--- src/rtl/fw_ip_cfg_pkg.sv ---
// Shared types and constants for the FW configuration shift-chain IP.
package fw_ip_cfg_pkg;

  typedef enum logic [1:0] {IDLE, SHIFT_LO, SHIFT_HI, LOAD} cfg_state_e;

  localparam int ST_BUSY    = 0;
  localparam int ST_DONE    = 1;
  localparam int ST_ERR     = 2;
  localparam int ST_MISM    = 3;
  localparam int ST_CNT_LSB = 16;

  localparam int CFG_WORD_W = 24;

  // One-hot decoded op after enable qualification and priority resolution.
  typedef struct packed {
    logic w_reset;
    logic clr;
    logic exec;
    logic w_cfg;
    logic r_cfg;
    logic r_data;
  } cfg_op_t;

  function automatic int nwords(input int bits);
    return (bits + CFG_WORD_W - 1) / CFG_WORD_W;
  endfunction

endpackage

--- src/rtl/fw_ip_cfg_clkgen.sv ---
// Half-period tick generator for the configuration clock; counts only while enabled.
module fw_ip_cfg_clkgen #(
  parameter int CLK_DIV = 4
) (
  input  logic fw_clk,
  input  logic fw_rst_n,
  input  logic en,
  output logic tick
);

  localparam int CW = (CLK_DIV > 1) ? $clog2(CLK_DIV) : 1;

  logic [CW-1:0] cnt_q;

  assign tick = en && (cnt_q == CW'(CLK_DIV - 1));

  always_ff @(posedge fw_clk or negedge fw_rst_n) begin
    if (!fw_rst_n)        cnt_q <= '0;
    else if (!en || tick) cnt_q <= '0;
    else                  cnt_q <= cnt_q + 1'b1;
  end

endmodule

--- src/rtl/fw_ip_cfg_chain.sv ---
// FW IP that loads the DUT configuration shift chain from a SW-filled word buffer.
// Optional readback/compare path is built when FW_IP_CFG_READBACK_EN is defined.
module fw_ip_cfg_chain
  import fw_ip_cfg_pkg::*;
#(
  parameter int CFG_BITS = 768,
  parameter int CLK_DIV  = 4,
  parameter int LOAD_CYC = 4,
  parameter int RST_CYC  = 16
) (
  input  logic        fw_clk,
  input  logic        fw_rst_n,
  input  logic        fw_dev_id_enable,
  input  logic        fw_op_code_w_reset,
  input  logic        fw_op_code_w_cfg_array_0,
  input  logic        fw_op_code_r_cfg_array_0,
  input  logic        fw_op_code_r_data_array_0,
  input  logic        fw_op_code_w_status_clear,
  input  logic        fw_op_code_w_execute,
  input  logic [23:0] sw_write24_0,
  output logic [31:0] fw_read_data32,
  output logic [31:0] fw_read_status32,
  output logic        fw_config_clk,
  output logic        fw_config_in,
  output logic        fw_config_load,
  output logic        fw_reset_not,
  input  logic        fw_config_out
);

  localparam int NWORDS = nwords(CFG_BITS);
  localparam int PW     = (NWORDS > 1) ? $clog2(NWORDS) : 1;
  localparam int BW     = $clog2(CFG_BITS + 1);
  localparam int LW     = (LOAD_CYC > 1) ? $clog2(LOAD_CYC) : 1;
  localparam int RW     = $clog2(RST_CYC + 1);

  cfg_state_e state_q, state_d;
  cfg_op_t    op;

  logic [NWORDS-1:0][CFG_WORD_W-1:0] buf_q;
  logic [NWORDS*CFG_WORD_W-1:0]      buf_flat;
  logic [CFG_BITS-1:0]               tx_q;
  logic [PW-1:0]                     wptr_q, rptr_q;
  logic [BW-1:0]                     bit_q;
  logic [LW-1:0]                     load_q;
  logic [RW-1:0]                     rst_q;
  logic [31:0]                       rd_q, st_q, st_d, cnt32;
  logic [15:0]                       cnt16;
  logic [CFG_WORD_W-1:0]             rb_word;
  logic cfg_in_q, done_q, err_q, mism_q;
  logic busy, rej, tick, last_bit, load_end, mism_hit;

  assign buf_flat = buf_q;
  assign busy     = (state_q != IDLE);
  assign last_bit = (bit_q == BW'(CFG_BITS));
  assign load_end = (load_q == LW'(LOAD_CYC - 1));

  // Enable qualification and single-winner priority across the op pulses.
  always_comb begin
    op = '0;
    if (fw_dev_id_enable) begin
      if      (fw_op_code_w_reset)        op.w_reset = 1'b1;
      else if (fw_op_code_w_status_clear) op.clr     = 1'b1;
      else if (fw_op_code_w_execute)      op.exec    = 1'b1;
      else if (fw_op_code_w_cfg_array_0)  op.w_cfg   = 1'b1;
      else if (fw_op_code_r_cfg_array_0)  op.r_cfg   = 1'b1;
      else if (fw_op_code_r_data_array_0) op.r_data  = 1'b1;
    end
  end

  assign rej = busy && (op.exec || op.w_cfg || op.r_data);

  fw_ip_cfg_clkgen #(.CLK_DIV(CLK_DIV)) u_clkgen (
    .fw_clk   (fw_clk),
    .fw_rst_n (fw_rst_n),
    .en       ((state_q == SHIFT_LO) || (state_q == SHIFT_HI)),
    .tick     (tick)
  );

  always_ff @(posedge fw_clk or negedge fw_rst_n) begin
    if (!fw_rst_n) state_q <= IDLE;
    else           state_q <= state_d;
  end

  always_comb begin
    state_d = state_q;
    case (state_q)
      IDLE:     if (op.exec) state_d = SHIFT_LO;
      SHIFT_LO: if (tick)    state_d = SHIFT_HI;
      SHIFT_HI: if (tick)    state_d = last_bit ? LOAD : SHIFT_LO;
      LOAD:     if (load_end) state_d = IDLE;
      default:  state_d = IDLE;
    endcase
    if (op.w_reset) state_d = IDLE;
  end

  // Shift datapath. tx_q rotates one place per launched bit, so after a full
  // shift it holds the launched image again for the next readback compare.
  always_ff @(posedge fw_clk or negedge fw_rst_n) begin
    if (!fw_rst_n) begin
      tx_q     <= '0;
      bit_q    <= '0;
      load_q   <= '0;
      rst_q    <= '0;
      cfg_in_q <= 1'b0;
      done_q   <= 1'b0;
      err_q    <= 1'b0;
      mism_q   <= 1'b0;
    end else if (op.w_reset) begin
      cfg_in_q <= 1'b0;
      done_q   <= 1'b0;
      rst_q    <= RW'(RST_CYC);
    end else begin
      if (rst_q != '0) rst_q <= rst_q - 1'b1;
      if (op.clr) begin
        done_q <= 1'b0;
        err_q  <= 1'b0;
        mism_q <= 1'b0;
      end
      if (rej) err_q <= 1'b1;
      case (state_q)
        IDLE: if (op.exec) begin
          bit_q    <= '0;
          cfg_in_q <= buf_flat[CFG_BITS-1];
          tx_q     <= {buf_flat[CFG_BITS-2:0], buf_flat[CFG_BITS-1]};
        end
        SHIFT_LO: if (tick) bit_q <= bit_q + 1'b1;
        SHIFT_HI: if (tick) begin
          load_q <= '0;
          if (last_bit) cfg_in_q <= 1'b0;
          else begin
            cfg_in_q <= tx_q[CFG_BITS-1];
            tx_q     <= {tx_q[CFG_BITS-2:0], tx_q[CFG_BITS-1]};
          end
        end
        LOAD: begin
          load_q <= load_q + 1'b1;
          if (load_end) begin
            done_q <= 1'b1;
            if (mism_hit) mism_q <= 1'b1;
          end
        end
        default: ;
      endcase
    end
  end

  // Word buffer, pointers and SW read data.
  always_ff @(posedge fw_clk or negedge fw_rst_n) begin
    if (!fw_rst_n) begin
      buf_q  <= '0;
      wptr_q <= '0;
      rptr_q <= '0;
      rd_q   <= '0;
    end else if (op.clr) begin
      wptr_q <= '0;
      rptr_q <= '0;
    end else begin
      if (op.w_cfg && !busy) begin
        buf_q[wptr_q] <= sw_write24_0;
        wptr_q <= (wptr_q == PW'(NWORDS - 1)) ? '0 : wptr_q + 1'b1;
      end
      if (op.r_cfg || (op.r_data && !busy)) begin
        rd_q   <= {8'h0, op.r_cfg ? buf_q[rptr_q] : rb_word};
        rptr_q <= (rptr_q == PW'(NWORDS - 1)) ? '0 : rptr_q + 1'b1;
      end
    end
  end

`ifdef FW_IP_CFG_READBACK_EN
  logic [CFG_BITS-1:0]          rb_q, prev_q;
  logic [NWORDS*CFG_WORD_W-1:0] rb_pad;
  logic                         prev_vld_q;

  // Chain output is sampled as config_clk rises; the first bit out is the MSB.
  always_ff @(posedge fw_clk or negedge fw_rst_n) begin
    if (!fw_rst_n) begin
      rb_q       <= '0;
      prev_q     <= '0;
      prev_vld_q <= 1'b0;
    end else if (op.w_reset) begin
      prev_vld_q <= 1'b0;
    end else begin
      if (state_q == IDLE && op.exec)   prev_q <= tx_q;
      if (state_q == SHIFT_LO && tick)  rb_q   <= {rb_q[CFG_BITS-2:0], fw_config_out};
      if (state_q == LOAD && load_end)  prev_vld_q <= 1'b1;
    end
  end

  always_comb begin
    rb_pad = '0;
    rb_pad[CFG_BITS-1:0] = rb_q;
  end

  assign rb_word  = rb_pad[rptr_q*CFG_WORD_W +: CFG_WORD_W];
  assign mism_hit = prev_vld_q && (rb_q != prev_q);
`else
  logic unused_cfg_out;
  assign unused_cfg_out = fw_config_out;
  assign rb_word  = '0;
  assign mism_hit = 1'b0;
`endif

  always_comb begin
    cnt32 = 32'(bit_q);
    cnt16 = (cnt32 > 32'h0000_FFFF) ? 16'hFFFF : cnt32[15:0];
    st_d  = '0;
    st_d[31:ST_CNT_LSB] = cnt16;
    st_d[ST_BUSY] = busy;
    st_d[ST_DONE] = done_q;
    st_d[ST_ERR]  = err_q;
    st_d[ST_MISM] = mism_q;
  end

  always_ff @(posedge fw_clk or negedge fw_rst_n) begin
    if (!fw_rst_n) st_q <= '0;
    else           st_q <= st_d;
  end

  assign fw_read_data32   = rd_q;
  assign fw_read_status32 = st_q;
  assign fw_config_clk    = (state_q == SHIFT_HI);
  assign fw_config_load   = (state_q != LOAD);
  assign fw_config_in     = cfg_in_q;
  assign fw_reset_not     = (rst_q == '0);

endmodule

--- config.mk ---
export PLATFORM = sky130hd
export DESIGN_NAME = fw_ip_cfg_chain
export DESIGN_NICKNAME = d
export VERILOG_FILES = /design/src/rtl/fw_ip_cfg_pkg.sv /design/src/rtl/fw_ip_cfg_clkgen.sv /design/src/rtl/fw_ip_cfg_chain.sv
export SDC_FILE = /design/constraint.sdc
export NUM_CORES = 2
export LEC_CHECK = 0
export CORE_AREA = 2 2 413 415
export DETAILED_ROUTE_END_ITERATION = 6
export DIE_AREA = 0 0 415 417
export MAX_ROUTING_LAYER = met4
export PLACE_DENSITY = 0.7
export SLEW_MARGIN = 10
export SYNTH_ARGS = -nofsm -noshare
export SYNTH_HDL_FRONTEND = slang
export SYNTH_SLANG_ARGS = --single-unit
--- constraint.sdc ---
create_clock -name fw_clk -period 6.9 [get_ports fw_clk]
set_input_delay 1.38 -clock fw_clk [delete_from_list [all_inputs] [get_ports fw_clk]]
set_output_delay 1.38 -clock fw_clk [all_outputs]
set_load 0.1 [all_outputs]
# Word-level counts from Yosys, hierarchy flattened
# Cells that the tools add are included.
[classes] n_reduce_logical=32 mux=54 eq_ne=17 multipliers=0 div=0 magnitude_cmp=3 n_shift=0 n_addsub=6 bitwise=2
[op_table] op="768-bit 2-to-1 mux" count=3
[op_table] op="768-bit case mux with 2 select lines" count=1
[op_table] op="768-bit bitwise mux" count=1
[op_table] op="24-bit binary-select mux with 5-bit select" count=1
[op_table] op="24-bit demux with 5-bit select" count=1
[op_table] op="24-bit 2-to-1 mux" count=3
[op_table] op="5-bit 2-to-1 mux" count=9
[op_table] op="10-bit 2-to-1 mux" count=2
[op_table] op="10-bit case mux with 2 select lines" count=1
[op_table] op="2-bit 2-to-1 mux" count=9
[op_table] op="1-bit 2-to-1 mux" count=17
[op_table] op="2-bit nonzero test" count=8
[op_table] op="5-bit by 6-bit less-than comparator with 1-bit output (second input constant)" count=2
[op_table] op="10-bit by 1-bit adder with 10-bit output (second input constant)" count=1
[op_table] op="5-bit by 1-bit adder with 5-bit output (second input constant)" count=2
[op_table] op="10-bit equality test (second input constant)" count=1
[op_table] op="5-bit equality test (second input constant)" count=2
[op_table] op="2-bit equality test (second input constant)" count=4
[op_table] op="2-bit case mux with 4 select lines" count=1
[op_table] op="4-bit AND reduction" count=2
[op_table] op="6-bit 2-to-1 mux" count=1
[op_table] op="2-bit != test (second input constant)" count=3
[op_table] op="3-bit != test (second input constant)" count=2
[op_table] op="2-bit AND reduction" count=3
[op_table] op="21 further kinds" count=34
[totals] rom_bits=0 mem_count=0 reg_bits=1607 input_bits=34 ramBits=0 latchBits=0

# Longest topological paths before layout
[logic_depth] depth_word=12 depth_mapped=10

# Cells and area by module
# A second synthesis with hierarchy kept.
[hier_totals] cells_unflattened=5111 area_unflattened_um2=76034.2
[modules_own_cells] module="fw_ip_cfg_chain" cells_each=5105 n_inst=1 area_each_um2=75942.8 seq_area_each_um2=40163.5
[modules_own_cells] module="fw_ip_cfg_clkgen" cells_each=6 n_inst=1 area_each_um2=91.3 seq_area_each_um2=50.0

# Worst setup path after synthesis
# OpenSTA, ideal clock, no wires.
[synth_path] path_type="reg2reg" start="register state_q[0]" end="register tx_q[540]" stages_incl_launch_ff=9 synth_period_minus_slack_ps=3273 setup_slack_ps=3627 required_time_ps=6775 arrival_ps=3148 cell_sequence="dfrtp_1 > inv_1 > ha_1 > clkbuf_1 > clkbuf_1 > clkbuf_1 > clkbuf_1 > mux2_2 > mux2_2"
[synth_via] elab_chain_len=5 elab_cells_between_ends=11 classes_between="eq/ne (5); mux (1); reduce/logical (5)"
[synth_rtl] item="start, declared" line="fw_ip_cfg_chain.sv:36" rtl="cfg_state_e state_q, state_d;"
[synth_rtl] item="start signal, assigned" line="fw_ip_cfg_chain.sv:81" rtl="else state_q <= state_d;"
[synth_rtl] item="2-bit equality test (*)"
[synth_rtl] item="named net fw_config_clk" line="fw_ip_cfg_chain.sv:23" rtl="output logic fw_config_clk,"
[synth_rtl] item="1-bit logical OR" line="fw_ip_cfg_chain.sv:75" rtl=".en ((state_q == SHIFT_LO) || (state_q == SHIFT_HI)),"
[synth_rtl] item="1-bit logical AND" line="fw_ip_cfg_clkgen.sv:15" rtl="assign tick = en && (cnt_q == CW'(CLK_DIV - 1));"
[synth_rtl] item="2-bit by 1-bit != test with 1-bit output (no line)"
[synth_rtl] item="5-bit AND reduction (no line)"
[synth_rtl] item="end signal, assigned" line="fw_ip_cfg_chain.sv:124" rtl="tx_q <= {buf_flat[CFG_BITS-2:0], buf_flat[CFG_BITS-1]};"
[synth_rtl] item="end signal, assigned" line="fw_ip_cfg_chain.sv:132" rtl="tx_q <= {tx_q[CFG_BITS-2:0], tx_q[CFG_BITS-1]};"
[synth_rtl] item="end, declared" line="fw_ip_cfg_chain.sv:41" rtl="logic [CFG_BITS-1:0] tx_q;"
# Mark *: on every way through the listed nets, which the timed path passes. The rest lies on a longest branch.
# A chain may end at the register's enable or synchronous reset.

# Worst setup path in the final report
[layout_path] start="register rst_q[0]" end="output port fw_reset_not"
[layout_via] elab_chain_len=1
[layout_rtl] item="start, declared" line="fw_ip_cfg_chain.sv:45" rtl="logic [RW-1:0] rst_q;"
[layout_rtl] item="start signal, assigned" line="fw_ip_cfg_chain.sv:111" rtl="rst_q <= RW'(RST_CYC);"
[layout_rtl] item="start signal, assigned" line="fw_ip_cfg_chain.sv:113" rtl="if (rst_q != '0) rst_q <= rst_q - 1'b1;"
[layout_rtl] item="5-bit zero test" line="fw_ip_cfg_chain.sv:224" rtl="assign fw_reset_not = (rst_q == '0);"
[layout_rtl] item="end, declared" line="fw_ip_cfg_chain.sv:26" rtl="output logic fw_reset_not,"
# Every way passes these cells.

==> results.ini <==
[cts]
tritoncts = done
postCtsHoldBufs = 0
htree_levels = 4
ctsResizeCount = 0
cts.reportedPaths.clkPinSlew_ns = 0.06
numCtsBuffers = 165
cts_setup_buffers = 0
cts_buffer_depth = 3
cts_root_buf = clkbuf_16
clock_latency_ns = 0.81
cts.sinks = 1607

[synth]
synth_cell_types = 55
ys_ff_latch = 1607
synthSimpleGateAreaFrac = 0.0125
synth-main-ff-cell = dfrtp_1
synth_edf_count = 0
synth_top_area_cell = dfrtp_1
yosysSeqAreaShare = 0.532
synthTopCellsByArea = dfrtp_1 53%, mux2_2 35%, mux4_2 3.6%
async_flop_share = 1.00
synthCells = 5091
synthAdderAreaFrac = 0.00298
ys_top_cells_by_count = 2,336 x mux2_2, 1,607 x dfrtp_1, 241 x clkbuf_1
synthXorXnorAreaFrac = 0.000232
synth_mux_area_frac = 0.402
synth_top_family_by_area = multiplexers
yosys_warnings = 0
syn_area_per_cell_um2 = 14.9
yosysMostFrequentCell = mux2_2
syn_area_mm2 = 0.0756
synth_top_area_frac = 0.532
synth_compound_area_frac = 0.0229

[cells_and_area]
nNetsFinal = 5078
ff_latch_area_mm2 = 0.0402
fill_cells = 14300
drive_gt1_frac = 0.553
final_cell_area_mm2 = 0.0837
multiInputGateArea_mm2 = 0.0335
area_delta_synth_final_pct = 10.7

[power]
p_leak_uw = 0.0408
powerDensity_mw_per_mm2 = 286
irDropWorstVdd_mv = 0.350

[sta]
fin_crit_ns = 4.91
rsz0062_at_grt = false
fin_tns_setup_ns = 0
slew_violations = 0
fin_crit_sh = 0.712
maxSlewHeadroom = 0.180
clock-skew-final_ns = 0.0286
tightest_slew_ns = 1.23
fmax_ghz = 0.204
hold_viol_final = 0
setup_viol = 0

[critical_path]
crit_path_max_fanout = 5
critPathRequiredTime_ns = 5.52
cp-end-kind = output pin
worstPathArrival_ns = 3.53
crit_type = register to output pin
r2r_start = state_q[0]$_DFFE_PN0P_
crit_path_start = rst_q[0]$_DFFE_PN0P_
crit_path_start_kind = register

[global_route]
grt_pass1_wl_mm = 284
grtUsageTotal = 0.219
grt_max_degree = 190
antenna_found_initial = 9
grt_overflow = 0
grt_pass1_vias = 44700

[die]
core_mm2 = 0.169
rows = 151
die_y_um = 417
io_pins = 102
initial_core_util = 0.449
die_x_um = 415
die_area_mm2 = 0.173

[drt]
drt-total-wl_mm = 184
wire_per_inst_um = 24.9
first_pass_iters = 5
vias = 42400
ant_nets = 0
vias_per_cell = 5.75
drtIter0Drc = 2885
drc = 0

[min_path]
worstHoldStart = err_q$_DFFE_PN0P_
hold_class = register to register

[placed_design]
routabilityCongestion = 0.836
dpl-instance-area_mm2 = 0.0782
hpwl_mm = 113
port_buffers = 73

[run]
maxCapViolCount = 0

[status]
status = finished, final reports clean

==> cells by family (layout without fill, tap and decap cells) <==
family / Yosys count / in the layout
AOI/OAI and AO/OA: 242 / 242
muxes: 2594 / 2594
other: 1 / 31
and+or+nand+nor: 175 / 175
DFF: 1607 / 1607
buffers and inverters: 452 / 486
adders and majority gates: 18 / 18
xor gates and xnor gates: 2 / 2
==> cell usage in the layout, fill, tap and decap left out, types with 7 or more instances in the layout <==
cell,synthesis,layout
inv_1,22,22
nand2_2,16,16
a211oi_1,8,7
mux4_2,120,120
o41ai_1,27,27
a21oi_1,40,40
o21ai_0,29,29
mux2_2,2336,2336
buf_12,0,21
clkinv_2,0,20
a22oi_1,51,51
clkdlybuf4s50_1,0,67
nand2b_1,9,9
bufinv_16,0,11
dfrtp_1,1607,1605
or3_1,8,8
clkbuf_1,241,43
and2_1,10,10
nand3_1,11,11
conb_1,1,27
nand2_1,65,65
a221oi_1,22,22
o22ai_1,25,25
buf_4,68,76
clkbuf_8,0,37
clkbuf_16,0,168
mux2i_1,138,138
a2bb2oi_1,12,12
o221a_2,7,7
ha_1,18,17
a22o_1,7,7
nor2_1,13,12
==> power breakdown <==
part | internal, µW | total, µW | leakage [µW] | switching [µW]
clock | 5290 | 9050 | 0.00268 | 3760
combinational | 1910 | 4960 | 0.0157 | 3050
sequential | 9700 | 9940 | 0.0224 | 238
total | 16900 | 23900 | 0.0408 | 7050
==> final timing paths <==
path / slack [ns] / end / depth (start not counted)
worst min-delay path: 0.38 / fw_read_status32[2]$_DFF_PN0_ / 0
worst max register to register: 2.86 / tx_q[241]$_DFFE_PN0P_ / 6
worst max-delay path: 1.99 / fw_reset_not / 5
worst min register to register: 0.38 / fw_read_status32[2]$_DFF_PN0_ / 0
max in group asynchronous: 4.65 / tx_q[135]$_DFFE_PN0P_ / 3
min in group asynchronous: 0.46 / tx_q[698]$_DFFE_PN0P_ / 1
==> cell type report <==
type | count | share of cell area
Antenna cell | 4 | 0.000120
Clock buffer | 248 | 0.0582
Clock inverter | 44 | 0.00695
Inverter | 24 | 0.00108
Multi-Input combinational cell | 3058 | 0.400
Sequential cell | 1607 | 0.480
Tap cell | 2218 | 0.0331
Timing Repair Buffer | 170 | 0.0205
==> state kept, by name, summed over array words and instances (netlist names) <==
signal            count
state_q               2
buf_flat            768
tx_q                768
fw_read_data32       24
wptr_q                5
err_q                 1
rst_q                 5
bit_q                10
fw_read_status32     13
done_q                1
fw_config_in          1
u_clkgen.cnt_q        2
load_q                2
rptr_q                5
==> metal layers <==
metal	up-vias	wire (µm)	share of wire	track usage
met1	22800	83000	0.45	0.293
li1	18600	-	-	-
met5	-	0	0	-
met4	0	6600	0.036	0.0791
met3	265	6570	0.036	0.0314
met2	718	87400	0.48	0.343
==> per-stage QoR <==
step / hold slack [ns] / instances / util / worst slack [ns] / power (µW)
final: 0.383 / 7373 / 0.497 / 1.99 / 23900
after detailed placement: 0.373 / 7077 / 0.464 / 1.85 / 15100
after floorplan: 0.352 / 5117 / - / 3.63 / 13700
after CTS: 0.387 / 7369 / 0.497 / 1.91 / 24100
after global placement: 0.364 / 7077 / 0.464 / 1.92 / 15000
after global routing: 0.391 / 7369 / 0.497 / 1.89 / 24800
==> critical path, cell delays in order, from the launching register on <==
cell	delay [ns]
dfrtp_1	0.39
inv_1	0.10
ha_1	0.15
or4b_2	0.66
inv_1	0.24
clkdlybuf4s50_1	1.18
No activity file was read; power rests on OpenSTA's default activity.
